===== config.mk =====
export PLATFORM = sky130hd
export DESIGN_NAME = timing_check_monitor
export DESIGN_NICKNAME = d
export VERILOG_FILES = /design/src/rtl/timing_check_pkg.sv /design/src/rtl/sync_edge_det.sv /design/src/rtl/timing_check_monitor.sv
export SDC_FILE = /design/constraint.sdc
export NUM_CORES = 1
export LEC_CHECK = 0
export ABC_AREA = 1
export BUFFER_PORTS_ARGS = -buffer_cell sky130_fd_sc_hd__buf_4
export CAP_MARGIN = 0
export CORE_ASPECT_RATIO = 0.9
export CORE_MARGIN = 8
export CORE_UTILIZATION = 60
export CTS_BUF_LIST = sky130_fd_sc_hd__clkbuf_8
export CTS_CLUSTER_SIZE = 40
export DETAILED_ROUTE_END_ITERATION = 8
export PLACE_DENSITY = 0.87
export SLEW_MARGIN = 30
export SYNTH_ARGS = -nofsm -noshare
export SYNTH_HDL_FRONTEND = slang
export SYNTH_SLANG_ARGS = --single-unit

===== constraint.sdc =====
create_clock -name clk -period 2.6 [get_ports clk]
set_clock_uncertainty 0.1 [all_clocks]
set_input_delay 0.52 -clock clk [delete_from_list [all_inputs] [get_ports clk]]
set_output_delay 0.52 -clock clk [all_outputs]
set_load 0.02 [all_outputs]

===== src/rtl/timing_check_pkg.sv =====
`default_nettype none
// ============================================================================
//  Module      : timing_check_pkg
//  Description : Shared types for the cycle-based setup/hold timing monitor.
//  Revision    : 1.0 - initial release
// ============================================================================
package timing_check_pkg;

    // Event delta is carried at a fixed width and trimmed to CNT_W at the port.
    localparam int C_DELTA_W = 32;

    typedef enum logic [1:0] {
        VIOL_NONE  = 2'b00,
        VIOL_SETUP = 2'b01,
        VIOL_HOLD  = 2'b10
    } viol_kind_t;

    typedef enum logic [1:0] {
        ST_IDLE     = 2'd0,
        ST_TRACK    = 2'd1,
        ST_HOLD_WIN = 2'd2
    } fsm_state_t;

    typedef struct packed {
        viol_kind_t             kind;
        logic [C_DELTA_W-1:0]   delta;
    } viol_event_t;

endpackage
`default_nettype wire


===== src/rtl/sync_edge_det.sv =====
`default_nettype none
// ============================================================================
//  Module      : sync_edge_det
//  Description : Optional synchronizer chain followed by a registered edge
//                detector producing rise / fall / any-edge strobes.
//  Revision    : 1.0 - initial release
// ============================================================================
module sync_edge_det #(
    parameter int SYNC_STAGES = 2
) (
    input  logic clk,
    input  logic rst_n,
    input  logic sig_in,
    output logic rise,
    output logic fall,
    output logic any_edge
);

    logic w_sync;
    logic r_prev;
    logic r_rise;
    logic r_fall;

    generate
        if (SYNC_STAGES == 0) begin : g_bypass
            assign w_sync = sig_in;
        end else begin : g_chain
            logic [SYNC_STAGES-1:0] r_chain;
            always_ff @(posedge clk) begin
                if (!rst_n) begin
                    r_chain <= '0;
                end else begin
                    r_chain <= {r_chain[SYNC_STAGES-2:0], sig_in};
                end
            end
            assign w_sync = r_chain[SYNC_STAGES-1];
        end
    endgenerate

    always_ff @(posedge clk) begin
        if (!rst_n) begin
            r_prev <= 1'b0;
            r_rise <= 1'b0;
            r_fall <= 1'b0;
        end else begin
            r_prev <= w_sync;
            r_rise <= w_sync & ~r_prev;
            r_fall <= ~w_sync & r_prev;
        end
    end

    assign rise     = r_rise;
    assign fall     = r_fall;
    assign any_edge = r_rise | r_fall;

endmodule
`default_nettype wire


===== src/rtl/timing_check_monitor.sv =====
`default_nettype none
// ============================================================================
//  Module      : timing_check_monitor
//  Description : Hardware setup/hold checker; reports violations as kind/delta
//                events over valid/ready with saturating per-kind statistics.
//  Revision    : 1.0 - initial release
// ============================================================================
module timing_check_monitor
    import timing_check_pkg::*;
#(
    parameter int SYNC_STAGES = 2,
    parameter int CNT_W       = 8,
    parameter int SETUP_CYC   = 4,
    parameter int HOLD_CYC    = 2,
    parameter int STAT_W      = 16
) (
    input  logic              clk,
    input  logic              rst_n,
    input  logic              enable,
    input  logic              ref_in,
    input  logic              data_in,
    output logic              viol_valid,
    input  logic              viol_ready,
    output logic [1:0]        viol_kind,
    output logic [CNT_W-1:0]  viol_delta,
    output logic              viol_overflow,
    output logic              notifier,
    output logic [STAT_W-1:0] setup_count,
    output logic [STAT_W-1:0] hold_count,
    input  logic              clr_stats
);

    localparam logic [CNT_W-1:0] c_setup_lim = CNT_W'(SETUP_CYC);
    localparam logic [CNT_W-1:0] c_hold_lim  = CNT_W'(HOLD_CYC);
    localparam bit               c_hold_en   = (HOLD_CYC > 0);

    logic w_ref_edge, w_ref_fall_unused, w_ref_any_unused;
    logic w_data_edge, w_data_rise_unused, w_data_fall_unused;

    sync_edge_det #(.SYNC_STAGES(SYNC_STAGES)) u_ref_det (
        .clk(clk), .rst_n(rst_n), .sig_in(ref_in),
        .rise(w_ref_edge), .fall(w_ref_fall_unused), .any_edge(w_ref_any_unused)
    );

    sync_edge_det #(.SYNC_STAGES(SYNC_STAGES)) u_data_det (
        .clk(clk), .rst_n(rst_n), .sig_in(data_in),
        .rise(w_data_rise_unused), .fall(w_data_fall_unused), .any_edge(w_data_edge)
    );

    // Distance since the last data edge; zero in the edge cycle itself.
    logic [CNT_W-1:0] r_since_data;
    logic [CNT_W-1:0] w_since_data;
    assign w_since_data = w_data_edge ? '0 : r_since_data;

    always_ff @(posedge clk) begin
        if (!rst_n) begin
            r_since_data <= '1;
        end else if (w_since_data != '1) begin
            r_since_data <= w_since_data + 1'b1;
        end else begin
            r_since_data <= w_since_data;
        end
    end

    fsm_state_t       r_state, w_state_nxt;
    logic [CNT_W-1:0] r_hold_cnt;
    logic [CNT_W-1:0] w_hold_cnt;
    logic             w_checking, w_window;

    assign w_hold_cnt = r_hold_cnt + 1'b1;

    always_ff @(posedge clk) begin
        if (!rst_n) begin
            r_state    <= ST_IDLE;
            r_hold_cnt <= '0;
        end else begin
            r_state <= w_state_nxt;
            if (w_checking && w_ref_edge) begin
                r_hold_cnt <= '0;
            end else if (w_window) begin
                r_hold_cnt <= w_hold_cnt;
            end
        end
    end

    always_comb begin
        w_state_nxt = r_state;
        if (!enable) begin
            w_state_nxt = ST_IDLE;
        end else begin
            case (r_state)
                ST_IDLE:     w_state_nxt = ST_TRACK;
                ST_TRACK:    if (w_ref_edge && c_hold_en) w_state_nxt = ST_HOLD_WIN;
                ST_HOLD_WIN: if (!w_ref_edge && w_hold_cnt == c_hold_lim) w_state_nxt = ST_TRACK;
                default:     w_state_nxt = ST_IDLE;
            endcase
        end
    end

    always_comb begin
        w_checking = 1'b0;
        w_window   = 1'b0;
        case (r_state)
            ST_TRACK:    w_checking = 1'b1;
            ST_HOLD_WIN: begin
                w_checking = 1'b1;
                w_window   = 1'b1;
            end
            default: ;
        endcase
    end

    // A coincident ref edge always wins as a zero-distance setup violation.
    viol_event_t w_evt;
    logic        w_viol;

    always_comb begin
        w_evt = '0;
        if (w_checking && w_ref_edge && w_since_data < c_setup_lim) begin
            w_evt.kind  = VIOL_SETUP;
            w_evt.delta = C_DELTA_W'(w_since_data);
        end else if (w_window && w_data_edge && !w_ref_edge &&
                     w_hold_cnt != '0 && w_hold_cnt <= c_hold_lim) begin
            w_evt.kind  = VIOL_HOLD;
            w_evt.delta = C_DELTA_W'(w_hold_cnt);
        end
    end

    assign w_viol = (w_evt.kind != VIOL_NONE);

    generate
        if (C_DELTA_W > CNT_W) begin : g_delta_sink
            logic w_delta_unused;
            assign w_delta_unused = ^w_evt.delta[C_DELTA_W-1:CNT_W];
        end
    endgenerate

    logic              r_valid, r_overflow, r_notifier;
    viol_kind_t        r_kind;
    logic [CNT_W-1:0]  r_delta;
    logic [STAT_W-1:0] r_setup_count, r_hold_count;
    logic              w_pop;

    assign w_pop = r_valid && viol_ready;

    always_ff @(posedge clk) begin
        if (!rst_n) begin
            r_valid       <= 1'b0;
            r_kind        <= VIOL_NONE;
            r_delta       <= '0;
            r_overflow    <= 1'b0;
            r_notifier    <= 1'b0;
            r_setup_count <= '0;
            r_hold_count  <= '0;
        end else begin
            if (w_viol && (!r_valid || w_pop)) begin
                r_valid <= 1'b1;
                r_kind  <= w_evt.kind;
                r_delta <= w_evt.delta[CNT_W-1:0];
            end else if (w_pop) begin
                r_valid <= 1'b0;
            end

            if (clr_stats) begin
                r_overflow <= 1'b0;
            end else if (w_viol && r_valid && !w_pop) begin
                r_overflow <= 1'b1;
            end

            if (w_viol) begin
                r_notifier <= ~r_notifier;
            end

            if (clr_stats) begin
                r_setup_count <= '0;
                r_hold_count  <= '0;
            end else if (w_viol) begin
                if (w_evt.kind == VIOL_SETUP && r_setup_count != '1) begin
                    r_setup_count <= r_setup_count + 1'b1;
                end
                if (w_evt.kind == VIOL_HOLD && r_hold_count != '1) begin
                    r_hold_count <= r_hold_count + 1'b1;
                end
            end
        end
    end

    assign viol_valid    = r_valid;
    assign viol_kind     = r_kind;
    assign viol_delta    = r_delta;
    assign viol_overflow = r_overflow;
    assign notifier      = r_notifier;
    assign setup_count   = r_setup_count;
    assign hold_count    = r_hold_count;

endmodule
`default_nettype wire


======== After elaboration in Yosys (flattened, before gate mapping) ========
Index checks and enable logic that the tools add are counted.
operators by class
  $add $sub $neg .......................... 4
  $lt $le $gt $ge ......................... 2
  eq/ne operators ......................... 10
  mux-type cells .......................... 11
  bitwise operators ....................... 9
  reduce and logical (&&, ||, !) cells .... 28
operators with widths
  kind                     count
  $mux W34                 2
  $add A16 B1 Y16 const B  2
  $ne A16 B16 Y1 const B   2
  $add A8 B1 Y8 const B    2
  $mux W8                  2
  $logic_and A1 B1 Y1      13
  $eq A8 B2 Y1 const B     1
  $le A8 B2 Y1 const B     1
  $lt A8 B3 Y1 const B     1
  $ne A8 B8 Y1 const B     1
  $reduce_and A2 Y1        4
  $reduce_bool A8 Y1       1
  $pmux W2 S3              1
  $reduce_or A2 Y1         3
  $not A1 Y1               5
  $eq A2 B1 Y1 const B     2
  $eq A2 B2 Y1 const B     2
  $mux W1                  4
  $mux W2                  2
  $reduce_bool A2 Y1       2
  $and A1 B1 Y1            3
  $logic_not A1 Y1         3
  $logic_not A2 Y1         1
  $ne A2 B1 Y1 const B     1
  other kinds (3)          3
storage, ports and cells
  register bits ........................... 72
  input bits .............................. 7
  output and inout bits ................... 45
  logic and storage cells ................. 81

======== Logic depth before layout (Yosys ltp) ========
Gate-level depths: netlist of the first run.
  depth in word-level cells ............... 11
  gate-level depth with buffers ........... 13
  depth with buffers taken out ............ 13

======== Hierarchy ========
Synthesis of the first run repeated with hierarchy kept, for this count alone.
unflattened totals
  cells, all modules ...................... 533
  area total of the unflattened synthesis .. 3687.3 sq um
by module, submodules not included
  module                instances  cells an instance  area an instance (sq um)  sequential area each (sq um)
  timing_check_monitor  1          503                3402.0                    1261.2
  sync_edge_det         2          15                 142.6                     100.1

======== Worst setup path after synthesis of the first run ========
No wires, ideal clock.
  path kind ............................... reg-to-reg
  start point ............................. reg r_setup_count[1] (netlist: setup_count[1])
  end point ............................... reg r_setup_count[11] (netlist: setup_count[11])
  setup time .............................. 0.138 ns
  arrival ................................. 1.643 ns
  required time ........................... 2.362 ns
  setup slack ............................. 0.719 ns
  stages on the path, launching flop included .. 12
  buffers on the path ..................... 1
  period minus slack after synthesis ...... 1.881 ns
  cells stage by stage .................... dfxtp_1 -> ha_1 -> nand2_1 -> nor3_4 -> inv_2 -> nor2_1 -> nand2_1 -> nand2_4 -> inv_2 -> buf_6 -> nand2_1 -> a21oi_2
between the ends
  longest elaborated chain between the ends .. 3
  elaborated cells between the ends (all ways) .. 4
  those cells by class .................... add/sub: 1; eq/ne: 1; reduce/logical: 2
ends and longest elaborated chain
  element                                                  RTL line                     RTL
  start, declared                                          timing_check_monitor.sv:141  logic [STAT_W-1:0] r_setup_count, r_hold_count;
  start signal, assigned                                   timing_check_monitor.sv:179  r_setup_count <= r_setup_count + 1'b1;
  branches (longest 3 deep; another with $add A16 B1 Y16)  --
Several ways; the timed one is not identified.
A chain may end at the register's enable or synchronous reset.

======== Worst setup path after layout of the first run ========
  start point ............................. reg r_hold_cnt[0]
  end point ............................... reg r_hold_count[1] (netlist: hold_count[1])
between the ends
  longest elaborated chain between the ends .. 9
  elaborated cells between the ends (all ways) .. 11
  those cells by class .................... add/sub: 1; order compare: 1; eq/ne: 1; mux: 2; reduce/logical: 6
ends and longest elaborated chain
  element                                               RTL line                     RTL
  start, declared                                       timing_check_monitor.sv:66   logic [CNT_W-1:0] r_hold_cnt;
  start signal, assigned                                timing_check_monitor.sv:81   r_hold_cnt <= w_hold_cnt;
  $add A8 B1 Y8 (*)                                     timing_check_monitor.sv:70   assign w_hold_cnt = r_hold_cnt + 1'b1;
  branches (longest 2 deep; another with $le A8 B2 Y1)  --
  $logic_and A1 B1 Y1 (*)                               timing_check_monitor.sv:123  w_hold_cnt != '0 && w_hold_cnt <= c_hold_lim) begin
  $mux W34 (*)                                          timing_check_monitor.sv:122  end else if (w_window && w_data_edge && !w_ref_edge &&
  $mux W34 (*)                                          timing_check_monitor.sv:119  if (w_checking && w_ref_edge && w_since_data < c_setup_lim) begin
  $eq A2 B2 Y1                                          timing_check_monitor.sv:181  if (w_evt.kind == VIOL_HOLD && r_hold_count != '1) begin
  $logic_and A1 B1 Y1                                   timing_check_monitor.sv:181
  $reduce_and A2 Y1 (no line) (*)                       --
  end signal, assigned                                  timing_check_monitor.sv:182  r_hold_count <= r_hold_count + 1'b1;
  end, declared                                         timing_check_monitor.sv:141
Every way passes the cells marked *.

==> results of run 1 <==
[logic make-up after synthesis]
family | after synthesis
fa+ha+maj | 10
compound gates | 71
flops | 72
buf+inv | 81
simple gates | 276
xor+xnor | 26
[registers in the layout, summed over array words and instances, names as in the netlist, 8 cells and up]
signal        cells
hold_count       16
setup_count      16
r_hold_cnt        8
r_since_data      8
viol_delta        8
[power groups by stage]
| stage | sequential [mW] | clock (mW) | combinational [mW] |
|---|---|---|---|
| floorplan | 1.23 | 0 | 0.322 |
| global placement | 1.24 | 0 | 0.380 |
| global route | 1.22 | 0.929 | 0.465 |
| CTS | 1.21 | 0.880 | 0.402 |
| finish | 1.21 | 0.865 | 0.404 |
| detailed placement | 1.24 | 0 | 0.397 |
[per-stage QoR]
stage	cells	worst slack (ns)
floorplan	536	0.719
global placement	665	0.638
detailed placement	665	0.497
CTS	681	0.479
global route	681	0.270
finish	681	0.459
[synth_stat cells, drive strengths merged]
cell type / n / area [sq um]
clkbuf: 7 / 26.3
nand4: 24 / 150
o211a: 1 / 10.0
xnor2: 9 / 78.8
and2: 1 / 6.26
o2111ai: 1 / 8.76
dfxtp: 72 / 1440
a21oi: 43 / 253
o21bai: 2 / 18.8
o21ai: 20 / 100
nand3: 28 / 155
or2: 1 / 6.26
inv: 66 / 248
nand3b: 4 / 30.0
nor3: 8 / 66.3
nand2: 145 / 567
buf: 6 / 53.8
nor2: 65 / 274
clkinv: 2 / 7.51
a21boi: 1 / 7.51
ha: 10 / 125
xor2: 17 / 149
o211ai: 3 / 22.5
[cell type report]
class,instances,area share (%)
Multi-Input combinational cell,383,45.6
Sequential cell,72,32.4
Timing Repair Buffer,55,9.29
Inverter,68,5.74
Clock buffer,9,2.79
Tap cell,87,2.45
Clock inverter,7,1.63
[routing by layer]
metal / track usage, % / up-vias / share of wire (%) / wire (um)
met5: 0 / - / 0 / 0
met1: 23.6 / 1664 / 45 / 3900
met3: 5.80 / 8 / 7.4 / 638
li1: - / 1833 / - / -
met4: 7.43 / 0 / 1.1 / 94
met2: 30.8 / 128 / 46 / 3960
[worst max-delay path: stages, from the launching register on]
cell and delay, ns:
dfxtp_1 0.40, ha_1 0.27, nand3_1 0.09, nor2_1 0.13, nand2_1 0.08, nand2_1 0.08, nand3_1 0.11, nor2_4 0.11
nand3_2 0.30, o21ai_0 0.30, nor2_1 0.05
[final timing paths]
kind / from / to / slack (ns) / cells after the start
hold reg to reg: u_ref_det.r_prev / u_ref_det.rise / 0.29 / 1
hold / removal: data_in / u_data_det.g_chain.r_chain[0] / 0.24 / 3
setup reg to reg: r_hold_cnt[0] / hold_count[1] / 0.46 / 10
setup / recovery: r_hold_cnt[0] / hold_count[1] / 0.46 / 10
==> out/metrics.yaml, run 1 <==
pwr:
  power.share.combinational_pct: 16.3
  p_switching_uw: 797
  intPower_mw: 1.69
  pwr-share-clk_pct: 34.8
  peakVddDrop_mv: 0.434
  power.density_nw_per_um2: 559
  swShare_pct: 32.1
  fin_total_pwr_mw: 2.48
  p_leak_nw: 1.95
  p_seq_share_pct: 48.9
synth:
  synthMuxAreaShare_pct: 0
  yosys.area_share.xor_xnor_pct: 5.98
  synth_fa_ha_area_share_pct: 3.29
  ys_types: 36
  synth_simple_gate_area_share_pct: 33.0
  synth_compound_area_share_pct: 11.0
  seq_area_frac_synth_pct: 37.9
  synth_top_family_by_area: "simple AND/OR/NAND/NOR gates"
  yosys_warnings: 0
  netlist_area_sq_um: 3800
  syn-num-nets: 553
  avgSynthCellArea_sq_um: 7.10
  synth_seq_cells: 72
  syn_inst: 536
die:
  pin_count: 52
  die_x_um: 99.9
  die-area_sq_um: 9150
  num_rows: 27
  core-area_sq_um: 6110
  initial_utilization_pct: 62.2
  die_h_um: 91.5
sta:
  worst_pin_slew_ns: 0.597
  final.setup.tns_ns: 0
  grt_setup_unrepaired: "no"
  max_freq_mhz: 467
  period_share_pct: 82.4
  fin_crit_ns: 2.14
  maxSlewViolCount: 0
  holdWs_ns: 0.240
  setup_viol: 0
  hold_viol_final: 0
  slew_headroom_pct: 60.1
setup_path:
  worst_ep_required_time_ns: 2.75
  startpoint_type: "register"
  crit_fanout: 17
  cp-end-kind: "register"
  critPathKind: "register to register"
  critPathArrivalTime_ns: 2.29
clock_network:
  post-cts-setup-buffer-count: 0
  cts-root-buf: "clkbuf_8"
  path_clk_slew_ns: 0.09
  clock_tree.buffer_depth: 2
  cts.repair.resized: 0
  clkLatencyLatePin_ns: 0.35
  clock_sinks: 72
  cts.htree.levels: 3
  cts_tree: "yes"
  cts_hold_buf: 0
  numCtsBuffers: 9
route:
  routed_wl_um: 8600
  wl_per_cell_um: 12.6
  vias: 3633
  vias_per_cell: 5.33
  antenna_left: 0
  drt_iter0_markers: 206
  firstDrtPassIters: 4
  drc_errors: 0
final_layout:
  final_common_cell: "nand2_1"
  multiInputGateArea_sq_um: 2030
  n_antenna_cell: 0
  layout.nets: 606
  fill_cells: 477
  final_util_pct: 72.7
  syn_to_final_growth_pct: 16.8
  design_area_sq_um: 4440
  final_cell_mix: "140 x nand2_1, 72 x dfxtp_1, 61 x inv_1, 59 x nor2_1, 55 x buf_4"
  seqCellArea_sq_um: 1440
  layout-drive-gt1-share_pct: 17.8
global_route:
  first_global_vias: 3364
  grt_max_degree: 29
  gr-total-overflow: 0
  grt_pass1_wl_um: 14800
  antenna_found_initial: 0
  grt_usage_pct: 19.2
placed_design:
  gp_congestion: 0.883
  hpwl_um: 6120
  io_buffers: 51
  placed_area_sq_um: 4250
job:
  maxCapViolCount: 0
run_status:
  status: "completed"
hold_path:
  hp-class: "input port to register"
(Power assumes the default switching activity.)
==> run 2: changes to the inputs <==
--- a/config.mk
+++ b/config.mk
@@ -10,11 +10,11 @@
 export CAP_MARGIN = 0
 export CORE_ASPECT_RATIO = 0.9
 export CORE_MARGIN = 8
-export CORE_UTILIZATION = 60
+export CORE_UTILIZATION = 54
 export CTS_BUF_LIST = sky130_fd_sc_hd__clkbuf_8
 export CTS_CLUSTER_SIZE = 40
 export DETAILED_ROUTE_END_ITERATION = 8
-export PLACE_DENSITY = 0.87
+export PLACE_DENSITY = 0.83
 export SLEW_MARGIN = 30
 export SYNTH_ARGS = -nofsm -noshare
 export SYNTH_HDL_FRONTEND = slang
==> constraint.sdc (replaced) <==
create_clock -name clk -period 1.74 [get_ports clk]
set_clock_uncertainty 0.1 [all_clocks]
set_input_delay 0.348 -clock clk [delete_from_list [all_inputs] [get_ports clk]]
set_output_delay 0.348 -clock clk [all_outputs]
set_load 0.02 [all_outputs]
==> out/metrics.yaml, run 2 (synthesis gave the netlist of run 1 again) <==
die:
  die_x_um: 104  # +4.5%
  num_rows: 29  # +7.4%
  core-area_sq_um: 6930  # +13%
  die-area_sq_um: 9990  # +9.2%
  pin_count: 52  # unchanged
  die_h_um: 95.6  # +4.5%
  initial_utilization_pct: 54.9  # -7.3 points
sta:
  fin_crit_ns: 2.02  # -0.121 ns
  max_freq_mhz: 495  # +6.0%
  setup_viol: 52  # +52
  slew_headroom_pct: 51.8  # -8.4 points
  grt_setup_unrepaired: "yes"
  worst_pin_slew_ns: 0.724  # +0.127 ns
  maxSlewViolCount: 0  # unchanged
  final.setup.tns_ns: -6.55  # -6.55 ns
  hold_viol_final: 0  # unchanged
  period_share_pct: 116  # +34 points
  finalWorstSetupSlack_ns: -0.281  # -0.739 ns
setup_path:
  worst_ep_required_time_ns: 1.92  # -0.83 ns
  cp-startpoint: "r_hold_cnt[1]"
  r2r-start: "r_hold_cnt[1]"
  cp-end-kind: "register"
  reg2reg_depth: 11  # +1
  crit_path_frequent_cell: "nand2_4"
  crit_slowest_cell: "dfxtp_4"
  r2r_slack_ns: -0.28  # -0.74 ns
  path_cells: "ha_4, buf_6, nor2_2, o211ai_1, nor2_4, nand3_2, nand2_4, nand2_4, nand2_2, nand2_1, nor2_1"
  critPathKind: "register to register"
  startpoint_type: "register"
  r2r-end: "viol_delta[0]"
  crit_fanout: 6  # -11
  crit_path_end: "viol_delta[0]"
  critPathArrivalTime_ns: 2.20  # -0.09 ns
  cpPeakStageDelay_ns: 0.38  # -0.02 ns
hold_path:
  hp-class: "input port to register"
clock_network:
  path_clk_slew_ns: 0.09  # about the same
  clkLatencyLatePin_ns: 0.37  # +0.02 ns
  numCtsBuffers: 9  # unchanged
  clock_sinks: 72  # unchanged
  cts-root-buf: "clkbuf_8"
  cts.htree.levels: 3  # unchanged
  clock_tree.buffer_depth: 2  # unchanged
  cts_tree: "yes"
job:
  maxCapViolCount: 0  # unchanged
pwr:
  p_leak_nw: 2.53  # +30%
  peakVddDrop_mv: 0.849  # +96%
  power.density_nw_per_um2: 867  # +55%
  fin_total_pwr_mw: 4.92  # +98%
route:
  routed_wl_um: 15000  # +75%
  vias_per_cell: 6.09  # +14%
  drc_errors: 0  # unchanged
  wl_per_cell_um: 19.6  # +56%
  antenna_left: 0  # unchanged
  vias: 4662  # +28%
  drt_iter0_markers: 450  # +120%
  firstDrtPassIters: 7  # +3
final_layout:
  n_antenna_cell: 0  # unchanged
  design_area_sq_um: 5680  # +28%
  layout-drive-gt1-share_pct: 41.3  # +23 points
  final_common_cell: "buf_4"
  final_util_pct: 81.9  # +9.2 points
  syn_to_final_growth_pct: 49.2
  layout.nets: 685  # +13%
  final_cell_mix: "117 x buf_4, 105 x nand2_1, 54 x dfxtp_1, 53 x inv_1, 48 x nor2_1"
run_status:
  violations: "negative setup slack"
  status: "finished with violations"
placed_design:
  dp_slack_ns: -0.112  # -0.609 ns
  gp_congestion: 0.886  # +0.29%
  io_buffers: 51  # unchanged
  hpwl_um: 7060  # +15%
  placed_area_sq_um: 4680  # +10%
global_route:
  grt_usage_pct: 21.3  # +2.0 points
  grt_max_degree: 29  # unchanged
  antenna_found_initial: 0  # unchanged
  gr-total-overflow: 0  # unchanged
  grt_pass1_wl_um: 17700  # +20%
  first_global_vias: 3898  # +16%
[run 2: report_power, final]
group / total, mW / switching, mW / internal, mW
Sequential: 1.85 / 0.102 / 1.75
Combinational: 1.34 / 0.768 / 0.570
Clock: 1.73 / 0.734 / 0.999
Total: 4.92 / 1.60 / 3.32
[run 2: timing repair]
item | CTS | global route
buffers inserted | 8 | 18
gates cloned | 0 | 6
hold buffers | 0 | 0
hold endpoints to repair | 0 | 0
gates resized for setup | 22 | 115
setup endpoints to repair | 45 | 55
pin swaps | 15 | 60
[run 2: worst min path at each step]
stage                           startpoint                             to  slack, ns  cells past startpoint
after CTS                           ref_in   u_ref_det.g_chain.r_chain[0]       0.07                      3
after detailed placement  u_ref_det.r_prev                 u_ref_det.rise       0.28                      1
after global routing               data_in  u_data_det.g_chain.r_chain[0]       0.08                      3
after global placement    u_ref_det.r_prev                 u_ref_det.rise       0.28                      1
after floorplan           u_ref_det.r_prev                 u_ref_det.rise       0.27                      1
final                              data_in  u_data_det.g_chain.r_chain[0]       0.06                      3
[run 2: worst max-delay path, delay by kind of cell (launching register included)]
| family | cells | cell delay (ns) |
|---|---|---|
| and+or+nand+nor | 8 | 1.02 |
| DFF | 1 | 0.38 |
| adders and majority gates | 1 | 0.18 |
| AOI/OAI and AO/OA | 1 | 0.13 |
| buffers and inverters | 1 | 0.12 |
[run 2: routing by layer]
layer,routed length [um],track usage (%),vias up
met4,822,12.3,0
met2,7170,36.6,359
met5,0,0,-
met3,1430,4.32,99
li1,-,-,2000
met1,5630,24.6,2204
[run 2: area by class of cell]
cell class | count | area, sq um
inverter | 68 | 268
multi-input combinational | 386 | 2490
timing repair inverter | 1 | 8.76
fill | 341 | 1250
timing repair buffer | 130 | 1060
clock inverter | 6 | 115
tap | 93 | 116
sequential | 72 | 1480
clock buffer | 10 | 138
[run 2: per-stage QoR]
| step | hold slack [ns] | cells |
|---|---|---|
| finish | 0.0560 | 766 |
| global route | 0.0844 | 766 |
| CTS | 0.0672 | 742 |
| detailed placement | 0.280 | 718 |
| global placement | 0.275 | 718 |
| floorplan | 0.268 | 536 |
